==> config.mk <==
export PLATFORM = sky130hd
export DESIGN_NAME = simotor_mc
export DESIGN_NICKNAME = d
export VERILOG_FILES = /design/src/rtl/simotor_pkg.sv /design/src/rtl/simotor_step.sv /design/src/rtl/simotor_mc.sv
export SDC_FILE = /design/constraint.sdc
export NUM_CORES = 1
export LEC_CHECK = 0
export BUFFER_PORTS_ARGS = -buffer_cell sky130_fd_sc_hd__clkbuf_2
export CORE_UTILIZATION = 25
export DETAILED_ROUTE_END_ITERATION = 10
export MAX_ROUTING_LAYER = met4
export PLACE_DENSITY_LB_ADDON = 0.2
export SYNTH_ARGS = -nofsm -noshare
export SYNTH_HDL_FRONTEND = slang
export SYNTH_SLANG_ARGS = --single-unit
==> constraint.sdc <==
create_clock -name CLOCK -period 21.1 [get_ports CLOCK]
set_input_delay 1.055 -clock CLOCK [delete_from_list [all_inputs] [get_ports CLOCK]]
set_output_delay 1.055 -clock CLOCK [all_outputs]
set_load 0.02 [all_outputs]
==> src/rtl/simotor_pkg.sv <==
// Shared types and helpers for the multi-channel motor/encoder simulator.
//   drive_e      : drive mode decoded from the synchronized {F,R} pair
//   enc_map      : position quadrant -> {B,A}
//   sat_signed   : symmetric saturation to a signed width
//   clog2_min1   : ceil(log2(n)) with a minimum of 1
package simotor_pkg;

  localparam int unsigned CALC_W = 64;

  // Encoding is literally {F,R} so decode is a plain cast.
  typedef enum logic [1:0] {
    DRV_COAST = 2'b00,
    DRV_REV   = 2'b01,
    DRV_FWD   = 2'b10,
    DRV_BRAKE = 2'b11
  } drive_e;

  function automatic int unsigned clog2_min1(input int unsigned n);
    int unsigned w;
    w = 1;
    for (int unsigned v = 2; v < n; v = v * 32'd2) w = w + 1;
    return w;
  endfunction

  function automatic drive_e decode_drive(input logic f, input logic r);
    return drive_e'({f, r});
  endfunction

  // Gray sequence over the top two position bits: {B,A}.
  function automatic logic [1:0] enc_map(input logic [1:0] quad);
    logic [1:0] ba;
    case (quad)
      2'b00:   ba = 2'b01;
      2'b01:   ba = 2'b11;
      2'b10:   ba = 2'b10;
      default: ba = 2'b00;
    endcase
    return ba;
  endfunction

  // Clamp x to +/-(2^(w-1)-1).
  function automatic logic signed [CALC_W-1:0] sat_signed(input logic signed [CALC_W-1:0] x,
                                                          input int unsigned w);
    logic signed [CALC_W-1:0] lim;
    lim = $signed((CALC_W'(1) << (w - 1)) - CALC_W'(1));
    if (x > lim) return lim;
    if (x < -lim) return -lim;
    return x;
  endfunction

endpackage

==> src/rtl/simotor_step.sv <==
// Combinational single-channel physics step.
//   speed_in/pos_in : current channel state
//   drive           : decoded drive mode
//   speed_out/pos_out : state after one update
module simotor_step
  import simotor_pkg::*;
#(
  parameter int unsigned POS_W       = 32,
  parameter int unsigned SPEED_W     = 32,
  parameter int unsigned POWER       = 512,
  parameter int unsigned FRICTION    = 60,
  parameter int unsigned SPEED_SHIFT = 16,
  parameter int unsigned BRAKE       = 256
) (
  input  logic [SPEED_W-1:0] speed_in,
  input  logic [POS_W-1:0]   pos_in,
  input  drive_e             drive,
  output logic [SPEED_W-1:0] speed_out,
  output logic [POS_W-1:0]   pos_out
);

  logic signed [CALC_W-1:0] applied;
  logic signed [CALC_W-1:0] fric;
  logic signed [CALC_W-1:0] s1;
  logic signed [CALC_W-1:0] mag;
  logic signed [CALC_W-1:0] red;
  logic signed [CALC_W-1:0] mag_new;
  logic signed [CALC_W-1:0] spd_new;

  // Wide signed arithmetic so no intermediate can overflow before saturation.
  always_comb begin
    applied = '0;
    fric    = $signed(CALC_W'(FRICTION));
    case (drive)
      DRV_FWD:   applied = $signed(CALC_W'(POWER));
      DRV_REV:   applied = -$signed(CALC_W'(POWER));
      DRV_BRAKE: fric    = $signed(CALC_W'(FRICTION + BRAKE));
      default:   ;
    endcase
    s1      = sat_signed(CALC_W'($signed(speed_in)) + applied, SPEED_W);
    mag     = (s1 < 0) ? -s1 : s1;
    red     = mag - (mag >>> SPEED_SHIFT) - fric;
    mag_new = ((mag > fric) && (red > 0)) ? red : '0;
    spd_new = (s1 > 0) ? mag_new : -mag_new;
    speed_out = SPEED_W'(spd_new);
    // Truncating the wide value is the same as sign-extended add mod 2^POS_W.
    pos_out   = pos_in + POS_W'(spd_new);
  end

endmodule

==> src/rtl/simotor_mc.sv <==
// Multi-channel motor + quadrature encoder simulator, one shared physics
// step time-multiplexed round-robin over the channels.
//   CLOCK, RESET_N : clock, async active-low reset
//   ENABLE         : advances the slot counter and runs physics
//   F, R           : per-channel forward/reverse PWM (asynchronous)
//   CLEAR          : per-channel synchronous zeroing of speed/position
//   A, B, Z        : registered encoder outputs
//   SLOT           : channel updated at the next enabled edge
module simotor_mc
  import simotor_pkg::*;
#(
  parameter int unsigned CHANNELS    = 4,
  parameter int unsigned POS_W       = 32,
  parameter int unsigned SPEED_W     = 32,
  parameter int unsigned POWER       = 512,
  parameter int unsigned FRICTION    = 60,
  parameter int unsigned SPEED_SHIFT = 16,
  parameter int unsigned BRAKE       = 256,
  parameter int unsigned IDX_DIV     = 0
) (
  input  logic                                CLOCK,
  input  logic                                RESET_N,
  input  logic                                ENABLE,
  input  logic [CHANNELS-1:0]                 F,
  input  logic [CHANNELS-1:0]                 R,
  input  logic [CHANNELS-1:0]                 CLEAR,
  output logic [CHANNELS-1:0]                 A,
  output logic [CHANNELS-1:0]                 B,
  output logic [CHANNELS-1:0]                 Z,
  output logic [clog2_min1(CHANNELS)-1:0]     SLOT
);

  localparam int unsigned SLOT_W = clog2_min1(CHANNELS);
  localparam int unsigned ZW     = IDX_DIV + 2;
  localparam logic [SLOT_W-1:0] SLOT_LAST = SLOT_W'(CHANNELS - 1);

  logic [CHANNELS-1:0] f_meta, f_sync, r_meta, r_sync;
  logic [SPEED_W-1:0]  speed_q [CHANNELS];
  logic [POS_W-1:0]    pos_q   [CHANNELS];
  logic [SLOT_W-1:0]   slot_q;

  drive_e              drive_c;
  logic [SPEED_W-1:0]  speed_nxt;
  logic [POS_W-1:0]    pos_nxt;
  logic [1:0]          enc_nxt;
  logic                z_nxt;

  // Two-flop synchronizers on the PWM inputs.
  always_ff @(posedge CLOCK or negedge RESET_N) begin
    if (!RESET_N) begin
      f_meta <= '0;
      f_sync <= '0;
      r_meta <= '0;
      r_sync <= '0;
    end else begin
      f_meta <= F;
      f_sync <= f_meta;
      r_meta <= R;
      r_sync <= r_meta;
    end
  end

  assign drive_c = decode_drive(f_sync[slot_q], r_sync[slot_q]);

  simotor_step #(
    .POS_W       (POS_W),
    .SPEED_W     (SPEED_W),
    .POWER       (POWER),
    .FRICTION    (FRICTION),
    .SPEED_SHIFT (SPEED_SHIFT),
    .BRAKE       (BRAKE)
  ) u_step (
    .speed_in  (speed_q[slot_q]),
    .pos_in    (pos_q[slot_q]),
    .drive     (drive_c),
    .speed_out (speed_nxt),
    .pos_out   (pos_nxt)
  );

  assign enc_nxt = enc_map(pos_nxt[POS_W-1 -: 2]);
  assign z_nxt   = (pos_nxt[POS_W-1 -: ZW] == '0);

  // Slot counter, per-channel state and encoder outputs; CLEAR is applied
  // last so it overrides a coinciding update of the same channel.
  always_ff @(posedge CLOCK or negedge RESET_N) begin
    if (!RESET_N) begin
      slot_q <= '0;
      for (int k = 0; k < CHANNELS; k++) begin
        speed_q[k] <= '0;
        pos_q[k]   <= '0;
      end
      A <= '1;
      B <= '0;
      Z <= '1;
    end else begin
      if (ENABLE) begin
        slot_q          <= (slot_q == SLOT_LAST) ? '0 : slot_q + SLOT_W'(1);
        speed_q[slot_q] <= speed_nxt;
        pos_q[slot_q]   <= pos_nxt;
        A[slot_q]       <= enc_nxt[0];
        B[slot_q]       <= enc_nxt[1];
        Z[slot_q]       <= z_nxt;
      end
      for (int k = 0; k < CHANNELS; k++) begin
        if (CLEAR[k]) begin
          speed_q[k] <= '0;
          pos_q[k]   <= '0;
          A[k]       <= 1'b1;
          B[k]       <= 1'b0;
          Z[k]       <= 1'b1;
        end
      end
    end
  end

  assign SLOT = slot_q;

endmodule

# == Yosys cells after proc, flatten, opt, wreduce, memory -nomap -nowiden ==
# Cells that the tools add are included.
# word_totals
register_bits,286
inputBits,15
wordCells,115
# classes
n_addsub,7
order_cmp,10
eq_ne,6
n_mux,58
bitwise_logic,1
reduce_logical,8
# op_table
operator,n
$mux W32,15
$mux W64,5
$bwmux W128,2
$mux W128,2
$bmux W32 S2,2
$gt A64 B1 Y1 const B,2
$pmux W64 S2,1
$add A32 B64 Y64,1
$demux W32 S2,1
$gt A64 B10 Y1,1
$gt A64 B32 Y1 const B,1
$lt A64 B1 Y1 const B,1
$lt A64 B32 Y1 const B,1
$neg A64 Y64,1
$sub A64 B10 Y64,1
$sub A64 B48 Y64,1
$add A32 B32 Y32,1
$neg A32 Y32,1
$mux W1,18
$bwmux W4,3
$mux W4,3
$mux W9,1
$eq A2 B2 Y1 const B,4
$reduce_bool A2 Y1,4
other kinds (13),17

# == Logic depth before layout (Yosys ltp) ==
# depth
depth_word,25
mapped_depth,88

# == Cells and area by module ==
# Synthesis repeated with hierarchy kept, for this count alone.
# unflattened
hier_cells,2591
area_unflattened_um2,23889.2
# by_module_without_submodules
module,n_inst,cells_per_inst,area_each_um2,seq_area_each_um2
simotor_step,1,1862,12194.2,0.0
simotor_mc,1,729,11695.0,7166.9

# == Least setup slack after synthesis ==
# No wires, ideal clock.
# synth_timing
path_type,register to register
from,"register slot_q[0], in the netlist SLOT[0]"
to,register A[0]
setup_ns,0.073
arrival_time_ns,18.186
t_required_ns,21.027
path_slack_ns,2.841
stages_incl_launch_ff,84
path_buffers,16
synth_period_minus_slack_ns,18.259
cell_sequence,dfrtp_1 -> buf_2 -> buf_6 -> buf_1 -> buf_1 -> mux4_2 -> ha_1 -> fa_1 -> a211oi_2 -> o211ai_1 -> a31oi_1 -> o211ai_1 -> a31oi_1 -> nand2b_1 -> fa_1 -> nor3b_1 -> o21ai_0 -> ha_1 -> [48 not listed] -> o31a_1 -> o311ai_0 -> o31ai_1 -> a21oi_1 -> nand4_1 -> a41oi_1 -> o21ai_0 -> nand2b_1 -> nand2b_1 -> nand2_1 -> a21oi_1 -> o21ai_0 -> xor2_1 -> ha_1 -> o32ai_1 -> a21oi_1 -> mux2i_1 -> a21oi_1
# synth_between
elab_chain_len,25
word_cells_on_any_way,50
cone_classes,6 x add/sub; 8 x order compare; 5 x eq/ne; 27 x mux; 1 x bitwise; 3 x reduce/logical
# synth_rtl
item,line,text
from (decl),simotor_mc.sv:40,logic [SLOT_W-1:0] slot_q;
from (signal assigned),simotor_mc.sv:97,slot_q <= (slot_q == SLOT_LAST) ? '0 : slot_q + SLOT_W'(1);
$bmux W1 S2 / $not A2 Y3 (equally long branches),"simotor_mc.sv:63, simotor_mc.sv:73, simotor_mc.sv:74",
$mux W1 (implied by the code) / $bmux W32 S2 (equally long branches),"simotor_mc.sv:63, simotor_mc.sv:73",
"$eq A2 B1 Y1, or another cell as far along",simotor_step.sv:34,case (drive)
$pmux W64 S2 / $mux W32 (equally long branches),"simotor_step.sv:34, simotor_mc.sv:73",
$add A32 B64 Y64,simotor_step.sv:40,"s1 = sat_signed(CALC_W'($signed(speed_in)) + applied, SPEED_W);"
$lt A64 B32 Y1,simotor_pkg.sv:47,if (x < -lim) return -lim;
$mux W1 (2 in a row),simotor_pkg.sv:47,
$mux W64,simotor_pkg.sv:48,return x;
[8 not listed],-,
$neg A32 Y32,simotor_step.sv:44,spd_new = (s1 > 0) ? mag_new : -mag_new;
$mux W32,simotor_step.sv:44,
$add A32 B32 Y32,simotor_step.sv:47,pos_out = pos_in + POS_W'(spd_new);
"$eq A2 B2 Y1, or another cell as far along",simotor_pkg.sv:32,case (quad)
$pmux W2 S3,simotor_pkg.sv:32,
$bwmux W4 (*),simotor_mc.sv:100,A[slot_q] <= enc_nxt[0];
$mux W4 (*),simotor_mc.sv:96,if (ENABLE) begin
$mux W1 (*),simotor_mc.sv:105,if (CLEAR[k]) begin
"to (signal, indexed assignment)",simotor_mc.sv:100,
to (decl),simotor_mc.sv:27,"output logic [CHANNELS-1:0] A,"
# Every way passes the cells marked *; elsewhere a longest branch is shown, timed or not. The select of a mux whose other input is x is not followed.
# A chain may end at the register's enable or synchronous reset.

# == Worst setup path in the final report ==
# layout_timing
from,"register slot_q[0], in the netlist SLOT[0]"
to,register A[1]
# The elaborated chain is that of the path after synthesis.

==> metrics.yaml <==
placement:
  place_area_um2: 26000
  dpl.hpwl_um: 62200
  io_buffer_count: 28
  gp_congestion: 0.937
global_routing:
  antenna_found_initial: 0
  grt_pass1_wl_um: 138000
  grt_pass1_vias: 22400
  overflow: 0
  gr-usage-all-layers: 0.182
  grt_max_degree: 94
worst_setup_path:
  cp-start-kind: "flop"
  cp-end-kind: "flop"
  crit_arrival_ps: 20100
  worstPathMaxFanout: 37
  required_ps: 21550
  crit_top_cell: "ha_1"
  critPathKind: "reg2reg"
  slowest_delay_ps: 660
  cp_slowest_cell: "dfrtp_4"
routing:
  routedWlPerCell_um: 20.4
  wl_met2_um: 40600
  met1_length_um: 41600
  drt_iter0_drc: 1723
  routed_wl_um: 88800
  post_drt_via_cell_ratio: 5.19
  wl_met3_um: 3610
  ant_nets: 0
  highest_layer: "met4"
  dr.pass1.iters: 5
  num_vias: 22600
  drc: 0
timing:
  period_needed_ps: 19650
  fin_skew_ps: 33.1
  max_slew_margin: 0.304
  period_share: 0.931
  rsz0062_at_grt: "false"
  hold_viol_final: 0
  worst_pin_slew_ps: 1040
  whs_ps: 335
  slew_violations: 0
  final-setup-viol-count: 0
  timing.fmax_mhz: 50.9
  tns_ps: 0
layout:
  post-route-util: 0.276
  antennaDiodeCount: 0
  area_growth_pct: 9.48
  stdcell_area_um2: 27200
  multi_input_area_um2: 16100
  layout.nets: 3245
  fillers: 10800
  final_layout_size_suffix_gt1_frac: 0.0855
  ff_latch_area_um2: 7170
synthesis:
  syn_inst: 3164
  yosys_most_used_dff: "dfrtp_1"
  yosys.area.top_type: "dfrtp_1"
  yosysUniqueCellTypes: 89
  yosys_warnings: 0
  synth_area_um2: 24800
  syn_avg_cell_area_um2: 7.84
  synthTopCellsByArea: "dfrtp_1 (28%), ha_1 (9.4%), nand2_1 (7.6%), a21oi_1 (7.6%), mux4_2 (6.1%)"
  yosys.area.top_type_share: 0.280
  ys_ff_latch: 286
  ys_seq_area_frac: 0.289
  synth_fp_nets: 3371
  synth_most_common_cell: "nand2_1"
  synthTopCellsByCount: "nand2_1 (503), a21oi_1 (376), nor2_1 (322), dfrtp_1 (278), inv_1 (200)"
  synth_edf_count: 0
  synthArstFlopShare: 1.00
clocking:
  ctsHoldBuffers: 0
  ctsHtreeMaxLevel: 2
  cts_tree: "built"
  cts.sinks: 286
  path_clk_slew_ps: 70
  cts_made_buffers: 34
  root_buffer: "clkbuf_16"
  clk_path_buf_depth: 3
  clk_latency_ps: 540
floorplanning:
  io-pin-count: 29
  die-area_um2: 101000
  start_util: 0.252
  die_w_um: 317
  placeableCoreArea_um2: 98400
  die_y_um: 317
  fp-row-count: 115
worst_hold_path:
  hold_class: "reg2reg"
run_status:
  status: "finished, final reports clean"
flow_run:
  maxCapViolations: 0
## through the flow
stage	setup WS, ps	std cells
floorplan	2840	3164
global placement	1360	4289
detailed placement	1050	4289
CTS	1030	4350
global route	26.8	4350
finish	1450	4350
## what timing repair did
item                                    in CTS  in global routing
resized for setup                            0                 11
endpoints found under the setup margin       0                 12
buffers inserted                             0                  0
## critical path: cells and delay by family, from the launching register on
family,cells,cell delay [ps]
AOI/OAI and AO/OA,26,6330
and+or+nand+nor,24,6150
adders and majority gates,9,3300
muxes,3,1440
buffers and inverters,8,1170
DFF,1,660
xor gates and xnor gates,2,450
## flip-flops by register name, indices dropped and copies added (netlist names)
name,cells
B,4
f_sync,4
f_meta,4
r_meta,4
speed_q,128
A,4
Z,4
SLOT,2
pos_q,128
r_sync,4
## final timing paths
| check | startpoint | end | slack [ps] | cells after the start |
|---|---|---|---|---|
| min in group asynchronous | RESET_N | B[0]$_DFFE_PN0P_ | 560 | 1 |
| hold / removal | r_meta[3]$_DFF_PN0_ | r_sync[3]$_DFF_PN0_ | 340 | 0 |
| setup reg to reg | SLOT[0]$_DFFE_PN0P_ | A[1]$_DFFE_PN1P_ | 1450 | 72 |
| hold reg to reg | r_meta[3]$_DFF_PN0_ | r_sync[3]$_DFF_PN0_ | 340 | 0 |
| max in group asynchronous | RESET_N | SLOT[1]$_DFFE_PN0P_ | 18940 | 2 |
| setup / recovery | SLOT[0]$_DFFE_PN0P_ | A[1]$_DFFE_PN1P_ | 1450 | 72 |
## logic make-up after synthesis
| logic type | synth area share |
|---|---|
| fa+ha+maj | 0.0983 |
| buf+inv | 0.0663 |
| flops | 0.289 |
| simple gates | 0.219 |
| mux | 0.0698 |
| other cells | 0.000303 |
| compound gates | 0.216 |
| xor+xnor | 0.0423 |
## cells in the final DEF, fill, tap and decap left out, types with 67 or more instances in the layout
cell type    n
a211oi_1    68
dfrtp_1    276
nor2_1     321
ha_1       187
inv_1      200
xnor2_1     70
a21oi_1    373
mux4_2      67
o21ai_0    105
nand2_1    498
## layout make-up
| cell class | count | area share |
|---|---|---|
| multi-input cells | 2450 | 0.592 |
| flip-flops and latches | 286 | 0.264 |
| inverters | 208 | 0.0287 |
| clock buffers | 51 | 0.0378 |
| clock inverters | 10 | 0.00396 |
| well taps | 1287 | 0.0593 |
| repair buffers | 58 | 0.0142 |
## layer usage
layer  vias up  global-route usage
li1      10900                   -
met1     11000               0.242
met2       499               0.287
met3       122              0.0175
met4         0              0.0614
met5         -                   -
Power is left out: the tool's default activity adds up to more than one toggle a clock period on the data nets, which glitch-free logic cannot reach.
